`src/rtl/vga_mem_pkg.sv`:
```
// Shared definitions for the VGA frame-buffer SDRAM command path.
// Holds the SDRAM address field widths, the fixed bank used by the
// frame buffer, and the scheduler FSM state type.
package vga_mem_pkg;

  localparam int unsigned ROW_WIDTH  = 13;
  localparam int unsigned COL_WIDTH  = 9;
  localparam int unsigned BANK_WIDTH = 2;
  localparam int unsigned LINE_WIDTH = 10;
  localparam int unsigned ADDR_WIDTH = BANK_WIDTH + ROW_WIDTH + COL_WIDTH;

  localparam logic [BANK_WIDTH-1:0] VGA_BANK = 2'b01;

  typedef enum logic [1:0] {
    IDLE,
    RD_CMD,
    WR_CMD
  } state_e;

endpackage

```
`src/rtl/vga_mem_scheduler_if.sv`:
```
// SDRAM controller command port.
//   mem_valid : command valid (scheduler -> controller)
//   mem_write : 1 = write, 0 = read
//   mem_addr  : {bank, row, col}
//   mem_ready : controller accepts the command when high with mem_valid
// master = scheduler side, slave = SDRAM controller side.
interface vga_mem_scheduler_if;
  import vga_mem_pkg::*;

  logic                  mem_valid;
  logic                  mem_write;
  logic [ADDR_WIDTH-1:0] mem_addr;
  logic                  mem_ready;

  modport master (
    output mem_valid,
    output mem_write,
    output mem_addr,
    input  mem_ready
  );

  modport slave (
    input  mem_valid,
    input  mem_write,
    input  mem_addr,
    output mem_ready
  );

endinterface

```
`src/rtl/vga_addr_form.sv`:
```
// Combinational SDRAM address former.
//   row_in  : display/write row (zero-extended to ROW_WIDTH)
//   row_off : buffer row offset
//   col_in  : column
//   addr    : {VGA_BANK, (row_in + row_off) mod 2^ROW_WIDTH, col_in}
module vga_addr_form
  import vga_mem_pkg::*;
(
  input  logic [LINE_WIDTH-1:0] row_in,
  input  logic [ROW_WIDTH-1:0]  row_off,
  input  logic [COL_WIDTH-1:0]  col_in,
  output logic [ADDR_WIDTH-1:0] addr
);

  logic [ROW_WIDTH-1:0] row_sum;

  always_comb begin
    // The sum is kept at ROW_WIDTH bits so the row wraps silently.
    row_sum = {{(ROW_WIDTH - LINE_WIDTH){1'b0}}, row_in} + row_off;
    addr    = {VGA_BANK, row_sum, col_in};
  end

endmodule

```
`src/rtl/vga_mem_scheduler.sv`:
```
// SDRAM command scheduler for the VGA frame-buffer path.
//   clk, rst_n    : clock, asynchronous active-low reset
//   vsync_pulse   : start-of-frame strobe; performs a pending buffer swap
//   swap_req      : writer finished the back buffer
//   rd_line_req   : fetch display line rd_line (BURSTS_PER_LINE reads)
//   rd_line_done  : pulse when the last read burst of a line is accepted
//   wr_req        : write burst pending (level, held until wr_ack)
//   wr_row/wr_col : write burst location in the back buffer
//   wr_ack        : pulse when the write command is accepted
//   mem           : SDRAM controller command port (master side)
//   front_buf     : buffer currently displayed
// Reads have strict priority over writes; a command in flight is never
// preempted. Buffer offsets are latched on command start so a swap in
// the middle of a command does not disturb it.
module vga_mem_scheduler
  import vga_mem_pkg::*;
#(
  parameter int unsigned          BURST_LEN       = 64,
  parameter int unsigned          BURSTS_PER_LINE = 5,
  parameter logic [ROW_WIDTH-1:0] BUF0_OFFSET     = 13'd0,
  parameter logic [ROW_WIDTH-1:0] BUF1_OFFSET     = 13'd512
) (
  input  logic                  clk,
  input  logic                  rst_n,
  input  logic                  vsync_pulse,
  input  logic                  swap_req,
  input  logic                  rd_line_req,
  input  logic [LINE_WIDTH-1:0] rd_line,
  output logic                  rd_line_done,
  input  logic                  wr_req,
  input  logic [LINE_WIDTH-1:0] wr_row,
  input  logic [COL_WIDTH-1:0]  wr_col,
  output logic                  wr_ack,
  vga_mem_scheduler_if.master   mem,
  output logic                  front_buf
);

  localparam int unsigned BCNT_W =
    (BURSTS_PER_LINE > 1) ? $clog2(BURSTS_PER_LINE) : 1;
  localparam logic [BCNT_W-1:0] LAST_BURST = BCNT_W'(BURSTS_PER_LINE - 1);

  state_e                state_q, state_d;
  logic [BCNT_W-1:0]     burst_cnt_q, burst_cnt_d;
  logic [ROW_WIDTH-1:0]  rd_off_q, rd_off_d;
  logic [ROW_WIDTH-1:0]  wr_off_q, wr_off_d;
  logic                  rd_pending_q, rd_pending_d;
  logic [LINE_WIDTH-1:0] rd_line_q, rd_line_d;
  logic                  front_buf_q, front_buf_d;
  logic                  swap_pending_q, swap_pending_d;
  logic                  mem_valid_q, mem_valid_d;
  logic                  mem_write_q, mem_write_d;
  logic [ADDR_WIDTH-1:0] mem_addr_q, mem_addr_d;

  logic [LINE_WIDTH-1:0] row_sel;
  logic [ROW_WIDTH-1:0]  off_sel;
  logic [COL_WIDTH-1:0]  col_sel;
  logic [COL_WIDTH-1:0]  rd_col;
  logic [ADDR_WIDTH-1:0] form_addr;
  logic                  xfer;
  logic                  rd_clear;
  logic                  swap_now;

  // Address source mux: the write port while writing, else the latched read line.
  always_comb begin
    rd_col = COL_WIDTH'(burst_cnt_q) * COL_WIDTH'(BURST_LEN);
    if (state_q == WR_CMD) begin
      row_sel = wr_row;
      off_sel = wr_off_q;
      col_sel = wr_col;
    end else begin
      row_sel = rd_line_q;
      off_sel = rd_off_q;
      col_sel = rd_col;
    end
  end

  vga_addr_form u_addr_form (
    .row_in  (row_sel),
    .row_off (off_sel),
    .col_in  (col_sel),
    .addr    (form_addr)
  );

  always_comb begin
    state_d      = state_q;
    burst_cnt_d  = burst_cnt_q;
    rd_off_d     = rd_off_q;
    wr_off_d     = wr_off_q;
    mem_valid_d  = mem_valid_q;
    mem_write_d  = mem_write_q;
    mem_addr_d   = mem_addr_q;
    rd_line_done = 1'b0;
    wr_ack       = 1'b0;
    rd_clear     = 1'b0;
    xfer         = mem_valid_q && mem.mem_ready;

    unique case (state_q)
      IDLE: begin
        // A request strobed this very cycle already counts as pending,
        // so a simultaneous write request cannot overtake it.
        if (rd_pending_q || rd_line_req) begin
          state_d     = RD_CMD;
          burst_cnt_d = '0;
          rd_off_d    = front_buf_q ? BUF1_OFFSET : BUF0_OFFSET;
        end else if (wr_req) begin
          state_d  = WR_CMD;
          wr_off_d = front_buf_q ? BUF0_OFFSET : BUF1_OFFSET;
        end
      end
      RD_CMD: begin
        if (xfer) begin
          mem_valid_d = 1'b0;
          burst_cnt_d = burst_cnt_q + BCNT_W'(1);
          if (burst_cnt_q == LAST_BURST) begin
            rd_line_done = 1'b1;
            rd_clear     = 1'b1;
            burst_cnt_d  = '0;
            state_d      = IDLE;
          end
        end else if (!mem_valid_q) begin
          mem_valid_d = 1'b1;
          mem_write_d = 1'b0;
          mem_addr_d  = form_addr;
        end
      end
      WR_CMD: begin
        if (xfer) begin
          mem_valid_d = 1'b0;
          wr_ack      = 1'b1;
          state_d     = IDLE;
        end else if (!mem_valid_q) begin
          mem_valid_d = 1'b1;
          mem_write_d = 1'b1;
          mem_addr_d  = form_addr;
        end
      end
      default: state_d = IDLE;
    endcase
  end

  // Pending read line and buffer swap bookkeeping.
  always_comb begin
    rd_pending_d   = (rd_pending_q && !rd_clear) || rd_line_req;
    rd_line_d      = rd_line_req ? rd_line : rd_line_q;
    swap_now       = vsync_pulse && (swap_pending_q || swap_req);
    front_buf_d    = swap_now ? ~front_buf_q : front_buf_q;
    swap_pending_d = swap_now ? 1'b0 : (swap_pending_q || swap_req);
  end

  always_ff @(posedge clk or negedge rst_n) begin
    if (!rst_n) begin
      state_q        <= IDLE;
      burst_cnt_q    <= '0;
      rd_off_q       <= '0;
      wr_off_q       <= '0;
      rd_pending_q   <= 1'b0;
      rd_line_q      <= '0;
      front_buf_q    <= 1'b0;
      swap_pending_q <= 1'b0;
      mem_valid_q    <= 1'b0;
      mem_write_q    <= 1'b0;
      mem_addr_q     <= '0;
    end else begin
      state_q        <= state_d;
      burst_cnt_q    <= burst_cnt_d;
      rd_off_q       <= rd_off_d;
      wr_off_q       <= wr_off_d;
      rd_pending_q   <= rd_pending_d;
      rd_line_q      <= rd_line_d;
      front_buf_q    <= front_buf_d;
      swap_pending_q <= swap_pending_d;
      mem_valid_q    <= mem_valid_d;
      mem_write_q    <= mem_write_d;
      mem_addr_q     <= mem_addr_d;
    end
  end

  assign mem.mem_valid = mem_valid_q;
  assign mem.mem_write = mem_write_q;
  assign mem.mem_addr  = mem_addr_q;
  assign front_buf     = front_buf_q;

endmodule

```
`src/flat_wrapper.sv`:
```
// flat-port wrapper written by rule: the top's interface ports become plain ports
module vga_mem_scheduler_flat import vga_mem_pkg::*;
#(
  parameter int unsigned          BURST_LEN       = 64,
  parameter int unsigned          BURSTS_PER_LINE = 5,
  parameter logic [ROW_WIDTH-1:0] BUF0_OFFSET     = 13'd0,
  parameter logic [ROW_WIDTH-1:0] BUF1_OFFSET     = 13'd512
)
  (clk, rst_n, vsync_pulse, swap_req, rd_line_req, rd_line, rd_line_done, wr_req, wr_row, wr_col, wr_ack, front_buf, mem_mem_valid, mem_mem_write, mem_mem_addr, mem_mem_ready);
  vga_mem_scheduler_if mem_i ();
  input  logic clk;
  input  logic rst_n;
  input  logic vsync_pulse;
  input  logic swap_req;
  input  logic rd_line_req;
  input  logic [LINE_WIDTH-1:0] rd_line;
  output logic rd_line_done;
  input  logic wr_req;
  input  logic [LINE_WIDTH-1:0] wr_row;
  input  logic [COL_WIDTH-1:0] wr_col;
  output logic wr_ack;
  output logic front_buf;
  output wire logic [$bits(mem_i.mem_valid)-1:0] mem_mem_valid;
  output wire logic [$bits(mem_i.mem_write)-1:0] mem_mem_write;
  output wire logic [$bits(mem_i.mem_addr)-1:0] mem_mem_addr;
  input wire logic [$bits(mem_i.mem_ready)-1:0] mem_mem_ready;
  assign mem_mem_valid = mem_i.mem_valid;
  assign mem_mem_write = mem_i.mem_write;
  assign mem_mem_addr = mem_i.mem_addr;
  assign mem_i.mem_ready = mem_mem_ready;
  vga_mem_scheduler #(.BURST_LEN(BURST_LEN), .BURSTS_PER_LINE(BURSTS_PER_LINE), .BUF0_OFFSET(BUF0_OFFSET), .BUF1_OFFSET(BUF1_OFFSET)) u_core (.clk(clk), .rst_n(rst_n), .vsync_pulse(vsync_pulse), .swap_req(swap_req), .rd_line_req(rd_line_req), .rd_line(rd_line), .rd_line_done(rd_line_done), .wr_req(wr_req), .wr_row(wr_row), .wr_col(wr_col), .wr_ack(wr_ack), .mem(mem_i), .front_buf(front_buf));
endmodule
```
`config.mk`:
```
export PLATFORM = sky130hd
export DESIGN_NAME = vga_mem_scheduler_flat
export DESIGN_NICKNAME = d
export VERILOG_FILES = /design/src/rtl/vga_mem_pkg.sv /design/src/rtl/vga_mem_scheduler_if.sv /design/src/rtl/vga_addr_form.sv /design/src/rtl/vga_mem_scheduler.sv /design/src/flat_wrapper.sv
export SDC_FILE = /design/constraint.sdc
export NUM_CORES = 1
export LEC_CHECK = 0
export ABC_AREA = 1
export BUFFER_PORTS_ARGS = -buffer_cell sky130_fd_sc_hd__buf_4
export CORE_AREA = 2 2 81 83
export CTS_CLUSTER_DIAMETER = 40
export DETAILED_ROUTE_END_ITERATION = 12
export DIE_AREA = 0 0 83 85
export PLACE_DENSITY = 0.8
export SYNTH_ARGS = -nofsm -noshare
export SYNTH_HDL_FRONTEND = slang
export SYNTH_HIERARCHICAL = 1
export SYNTH_SLANG_ARGS = --single-unit
```
`constraint.sdc`:
```
create_clock -name clk -period 1.9 [get_ports clk]
set_input_delay 0.38 -clock clk [delete_from_list [all_inputs] [get_ports clk]]
set_output_delay 0.38 -clock clk [all_outputs]
set_load 0.01 [all_outputs]
```
# ---- Word-level counts from Yosys, hierarchy flattened
# Index checks and enable logic that the tools add are counted.
dict set report op_classes {
  n_addsub 2
  eq_ne 12
  muxes 27
  n_bitwise 4
  reduce_logical 17
}
# operator count
set op_table {}
lappend op_table {{10-bit 2-to-1 mux} 3}
lappend op_table {{10-bit by 13-bit adder with 13-bit output} 1}
lappend op_table {{13-bit 2-to-1 mux} 1}
lappend op_table {{1-bit 2-to-1 mux} 11}
lappend op_table {{2-bit 2-to-1 mux} 5}
lappend op_table {{3-bit 2-to-1 mux} 3}
lappend op_table {{9-bit 2-to-1 mux} 1}
lappend op_table {{3-bit AND reduction} 3}
lappend op_table {{2-bit by 1-bit inequality test with 1-bit output, second input constant} 4}
lappend op_table {{2-bit inequality test, second input constant} 4}
lappend op_table {{2-bit case mux with 3 select lines} 1}
lappend op_table {{3-bit case mux with 2 select lines} 1}
lappend op_table {{5-bit AND reduction} 1}
lappend op_table {{1-bit NOT} 4}
lappend op_table {{4-bit AND reduction} 1}
lappend op_table {{2-bit nonzero test} 2}
lappend op_table {{3-bit by 1-bit adder with 3-bit output, second input constant} 1}
lappend op_table {{3-bit == test, second input constant} 1}
lappend op_table {{1-bit logical AND} 3}
lappend op_table {{1-bit logical OR} 3}
lappend op_table {{3-bit by 2-bit inequality test with 1-bit output, second input constant} 1}
lappend op_table {{2-bit by 1-bit == test with 1-bit output, second input constant} 1}
lappend op_table {{2-bit == test, second input constant} 1}
lappend op_table {{2-bit zero test} 1}
lappend op_table {{other kinds (4)} 4}
dict set report totals {
  register_bits 69
  out_inout_bits 29
  in_bits 36
  word_cells 73
}

# ---- Longest topological paths before layout
dict set report logic_depth {
  ltp_word 7
  depth_mapped 16
  mapped_depth_nobuf 14
}

# ---- By module
# The synthesis kept the hierarchy.
# module cells_each area_each_um2 seq_area_each_um2 instances
set by_module_without_submodules {}
lappend by_module_without_submodules {vga_mem_scheduler 216 2197.1 1151.1 1}
lappend by_module_without_submodules {vga_addr_form 139 747.0 0.0 1}

# ---- Least setup slack after synthesis
# Ideal clock, no wire load.
dict set report synth_timing {
  kind {register to register}
  startpoint {reg u_core.state_q[0]}
  endpoint {reg u_core.mem_addr_q[19], in the netlist u_core/mem.mem_addr[19]}
  arrival_time_ns 1.867
  synth_period_minus_slack_ns 1.992
  setup_slack_ns -0.092
  path_stages_with_launch 15
  required_ns 1.775
  path_buffers 2
  setup_time_ns 0.125
  path_cell_list {dfrtp_1 inv_1 ha_1 buf_2 buf_2 nand2_1 o21ai_0 ha_1 inv_1 nand2_1 a21oi_1 nand3_1 nand2_1 nand2_1 mux2_4}
}
dict set report synth_via {
  elab_chain_len 3
  word_cells_on_any_way 7
  classes_between {add/sub: 1; eq/ne: 2; mux: 2; reduce/logical: 2}
}
# element line_no
set synth_lines {}
lappend synth_lines {{start: declaration} vga_mem_scheduler.sv:42} ;# state_e state_q, state_d;
lappend synth_lines {{start signal: assignment} vga_mem_scheduler.sv:164} ;# state_q <= state_d;
lappend synth_lines {{2-bit == test} vga_mem_scheduler.sv:66} ;# if (state_q == WR_CMD) begin
lappend synth_lines {{10-bit 2-to-1 mux} vga_mem_scheduler.sv:66}
lappend synth_lines {{via u_core.row_sel[9]} vga_mem_scheduler.sv:54} ;# logic [LINE_WIDTH-1:0] row_sel;
lappend synth_lines {{10-bit by 13-bit adder with 13-bit output} vga_addr_form.sv:19} ;# row_sum = {{(ROW_WIDTH - LINE_WIDTH){1'b0}}, row_in} + row_off;
lappend synth_lines {{via u_core.form_addr[19]} vga_mem_scheduler.sv:58} ;# logic [ADDR_WIDTH-1:0] form_addr;
lappend synth_lines {{end signal: assignment} vga_mem_scheduler.sv:174} ;# mem_addr_q <= mem_addr_d;
lappend synth_lines {{end: declaration} vga_mem_scheduler.sv:52} ;# logic [ADDR_WIDTH-1:0] mem_addr_q, mem_addr_d;
# The timed path passes the listed nets, and every way through them passes these cells.
# A chain may end at the register's enable or synchronous reset.

# ---- Worst setup path in the final report
dict set report layout_timing {
  startpoint {reg u_core.state_q[1]}
  endpoint {reg u_core.mem_addr_q[19], in the netlist u_core/mem.mem_addr[19]}
}
dict set report layout_via {
  elab_chain_len 3
  word_cells_on_any_way 7
  classes_between {add/sub: 1; eq/ne: 2; mux: 2; reduce/logical: 2}
}
# element line_no
set layout_lines {}
lappend layout_lines {{2-bit == test} vga_mem_scheduler.sv:66}
lappend layout_lines {{13-bit 2-to-1 mux} vga_mem_scheduler.sv:66}
lappend layout_lines {{via u_core.off_sel[9]} vga_mem_scheduler.sv:55} ;# logic [ROW_WIDTH-1:0] off_sel;
lappend layout_lines {{10-bit by 13-bit adder with 13-bit output} vga_addr_form.sv:19}
lappend layout_lines {{via u_core.form_addr[19]} vga_mem_scheduler.sv:58}
# The timed path passes the listed nets, and every way through them passes these cells.

==> run metrics <==
status=completed; clock period minus worst slack=1.86 ns; Seq cells post-synth=46; Vias=2,469; vias in the first global route=roughly 2,500; final worst path period share=97.7%; final total power=between 0.004 and 0.005 W; die width=83 um; Critical Path Source Type=flop; RePlAce Congestion=about 0.9; Pins Over Slew Limit=0; fmax=539 MHz; CTS root buffer=clkbuf_8; num ports=65; Rows=29; Setup crit end=u_core/mem.mem_addr[19]; CP arrival=2.04 ns; Unique masters post-synth=26; core area=6200 um^2; n_diodes=0; unrepaired setup endpoints after global routing=true; Pre-antenna DRT Iters=4; worst-margin pin slew=approximately 0.59 ns; cts bufs inserted=5; total negative setup slack=0 ns; GRT Overall Usage=19.6%; buffers added on ports=64; die height=~85 um; post-route ant nets=0; remaining routing DRC violations=0; share of layout cells above drive strength 1=30.5%; clk buf depth=2; most frequent cells in the layout=nand2_1 (104), buf_4 (85), inv_1 (48); Worst-Skew Late Latency=0.29 ns; Register Area=1150 um^2; Worst Path Required=2.08 ns; initial drt markers=110; hold crit path type=input pin to asynchronous set/reset pin; antenna violations before repair=0; Worst Setup Path Type=flop to flop; H-tree Lvls=2; Seq/Total Area, Yosys=39.1%; Hold Buf Count CTS=0; Leakage Power=2.15 nW; flop2flop setup slack=about 0.044 ns; Worst Skew=0.00382 ns; Multi-input gate area=1570 um^2; CP endpoint kind=flop; DR vias/cell=4.67; largest net degree at the start of global routing=47; r2r worst-path depth=12; first-pass GRT wire length=approximately 11 mm; max cap viols=0; Critical Path Source=u_core/state_q[1]; clock sink total=46; Reg2Reg Launch Point=u_core/state_q[1]; drt wl/cell=roughly 13 um; PD cells=1110 nW/um^2; Remaining Overflow, GRT=0; CTS clk-pin slew, worst paths=0.08 ns; CP max FO=8; Nets=504; Post-Syn Instances=355; Fill cells=526; Synth Warn #=6; most common cell after layout, fill and taps aside=nand2_1; Layout area overhead=28.8%; Total Wirelength=6.67 mm; Hold Vio Cnt, Final=0; worst rel slew slack=~61%; die area=7060 um^2; Detailed Place HPWL=5.08 mm; Setup-failing EPs final=0; peak supply drop=0.814 mV; TritonCTS clock tree=yes; initial core utilization=47.4%; synthesized area=~2900 um^2; Avg Inst Size Synth=8.29 um^2; worst reg2reg endpoint=u_core/mem.mem_addr[19]
critical path, cell delays in order (launching register included):
cell and delay (ns):
dfrtp_1 0.42, ha_4 0.20, buf_6 0.14, nand2_2 0.06
nand2_2 0.07, ha_4 0.16, inv_2 0.05, nand2_2 0.05
a21oi_2 0.12, nand3_1 0.10, nand2_1 0.08, nand2_1 0.05
mux2_4 0.26
per-stage QoR:
step	util (%)	cells	area, um^2	hold slack (ns)	setup WS (ns)
floorplan	-	376	3050	0.0844	0.00531
global placement	58.7	519	3640	0.427	-0.0385
detailed placement	58.7	519	3640	0.427	-0.0886
CTS	60.2	526	3730	0.105	0.00111
global route	61.1	529	3790	0.125	-0.0602
finish	61.1	529	3790	0.0798	0.0441
synthesized netlist by cell type, drive strengths merged:
cell / n / share of area (%)
nand2: 109 / 14
inv: 54 / 6.9
dfrtp: 46 / 39
o21ai: 33 / 5.6
mux2: 24 / 12
nand3: 17 / 3.4
buf: 16 / 4.7
nor2: 16 / 2.2
ha: 15 / 6.4
xor2: 8 / 2.4
a21oi: 4 / 0.68
nand4: 4 / 0.85
clkbuf: 3 / 0.38
conb: 3 / 0.38
a21boi: 1 / 0.26
fa: 1 / 0.68
nor3: 1 / 0.17
timing repair:
| item | in CTS | in global routing |
|---|---|---|
| pin swaps | 1 | 8 |
| buffers inserted | 0 | 3 |
| setup endpoints to repair | 11 | 9 |
| gates resized for setup | 3 | 14 |
power by group:
| group | switching [W] | internal [W] |
|---|---|---|
| Clock | 0.000311 | 0.000254 |
| Sequential | 0.000182 | 0.00127 |
| Combinational | 0.000998 | 0.00118 |
kinds of logic after synthesis:
| logic type | after synthesis | synth area share (%) |
|---|---|---|
| xor+xnor | 8 | 2.38 |
| fa+ha+maj | 16 | 7.05 |
| flops | 46 | 39.1 |
| compound gates | 38 | 6.54 |
| other cells | 3 | 0.382 |
| mux | 24 | 11.7 |
| simple gates | 147 | 20.9 |
| buf+inv | 73 | 11.9 |
registers in the layout, summed over array words and instances (netlist names):
signal	flops
u_core/rd_off_q	1
u_core/mem.mem_addr	24
u_core/wr_off_q	1
u_core/rd_pending_q	1
u_core/burst_cnt_q	3
u_core/front_buf	1
u_core/rd_line_q	10
u_core/state_q	2
u_core/mem.mem_write	1
u_core/mem.mem_valid	1
u_core/swap_pending_q	1
cell type report:
type	count	area share, %
inverters	54	5.41
clock buffers	7	2.01
multi-input cells	257	41.5
repair buffers	88	18.2
well taps	77	2.54
flip-flops and latches	46	30.4
worst min path at each step:
stage | start | to | slack, ns | cells past startpoint
CTS | rst_n | u_core/rd_line_q[3] | 0.11 | 1
global route | rst_n | u_core/mem.mem_addr[6] | 0.12 | 1
floorplan | rst_n | u_core/burst_cnt_q[0] | 0.08 | 0
finish | rst_n | u_core/rd_line_q[3] | 0.08 | 1
detailed placement | rst_n | u_core/rd_line_q[3] | 0.43 | 1
global placement | rst_n | u_core/mem.mem_addr[4] | 0.43 | 1
per-layer routing:
metal	vias to the layer above	track usage [%]	part of all wire [%]
met1	1141	23.8	43
met3	6	4.67	4.5
li1	1269	-	-
met4	0	7.60	1.4
met5	-	0	0
met2	53	33.7	51
Note: power is estimated with default switching activity, not from simulation.
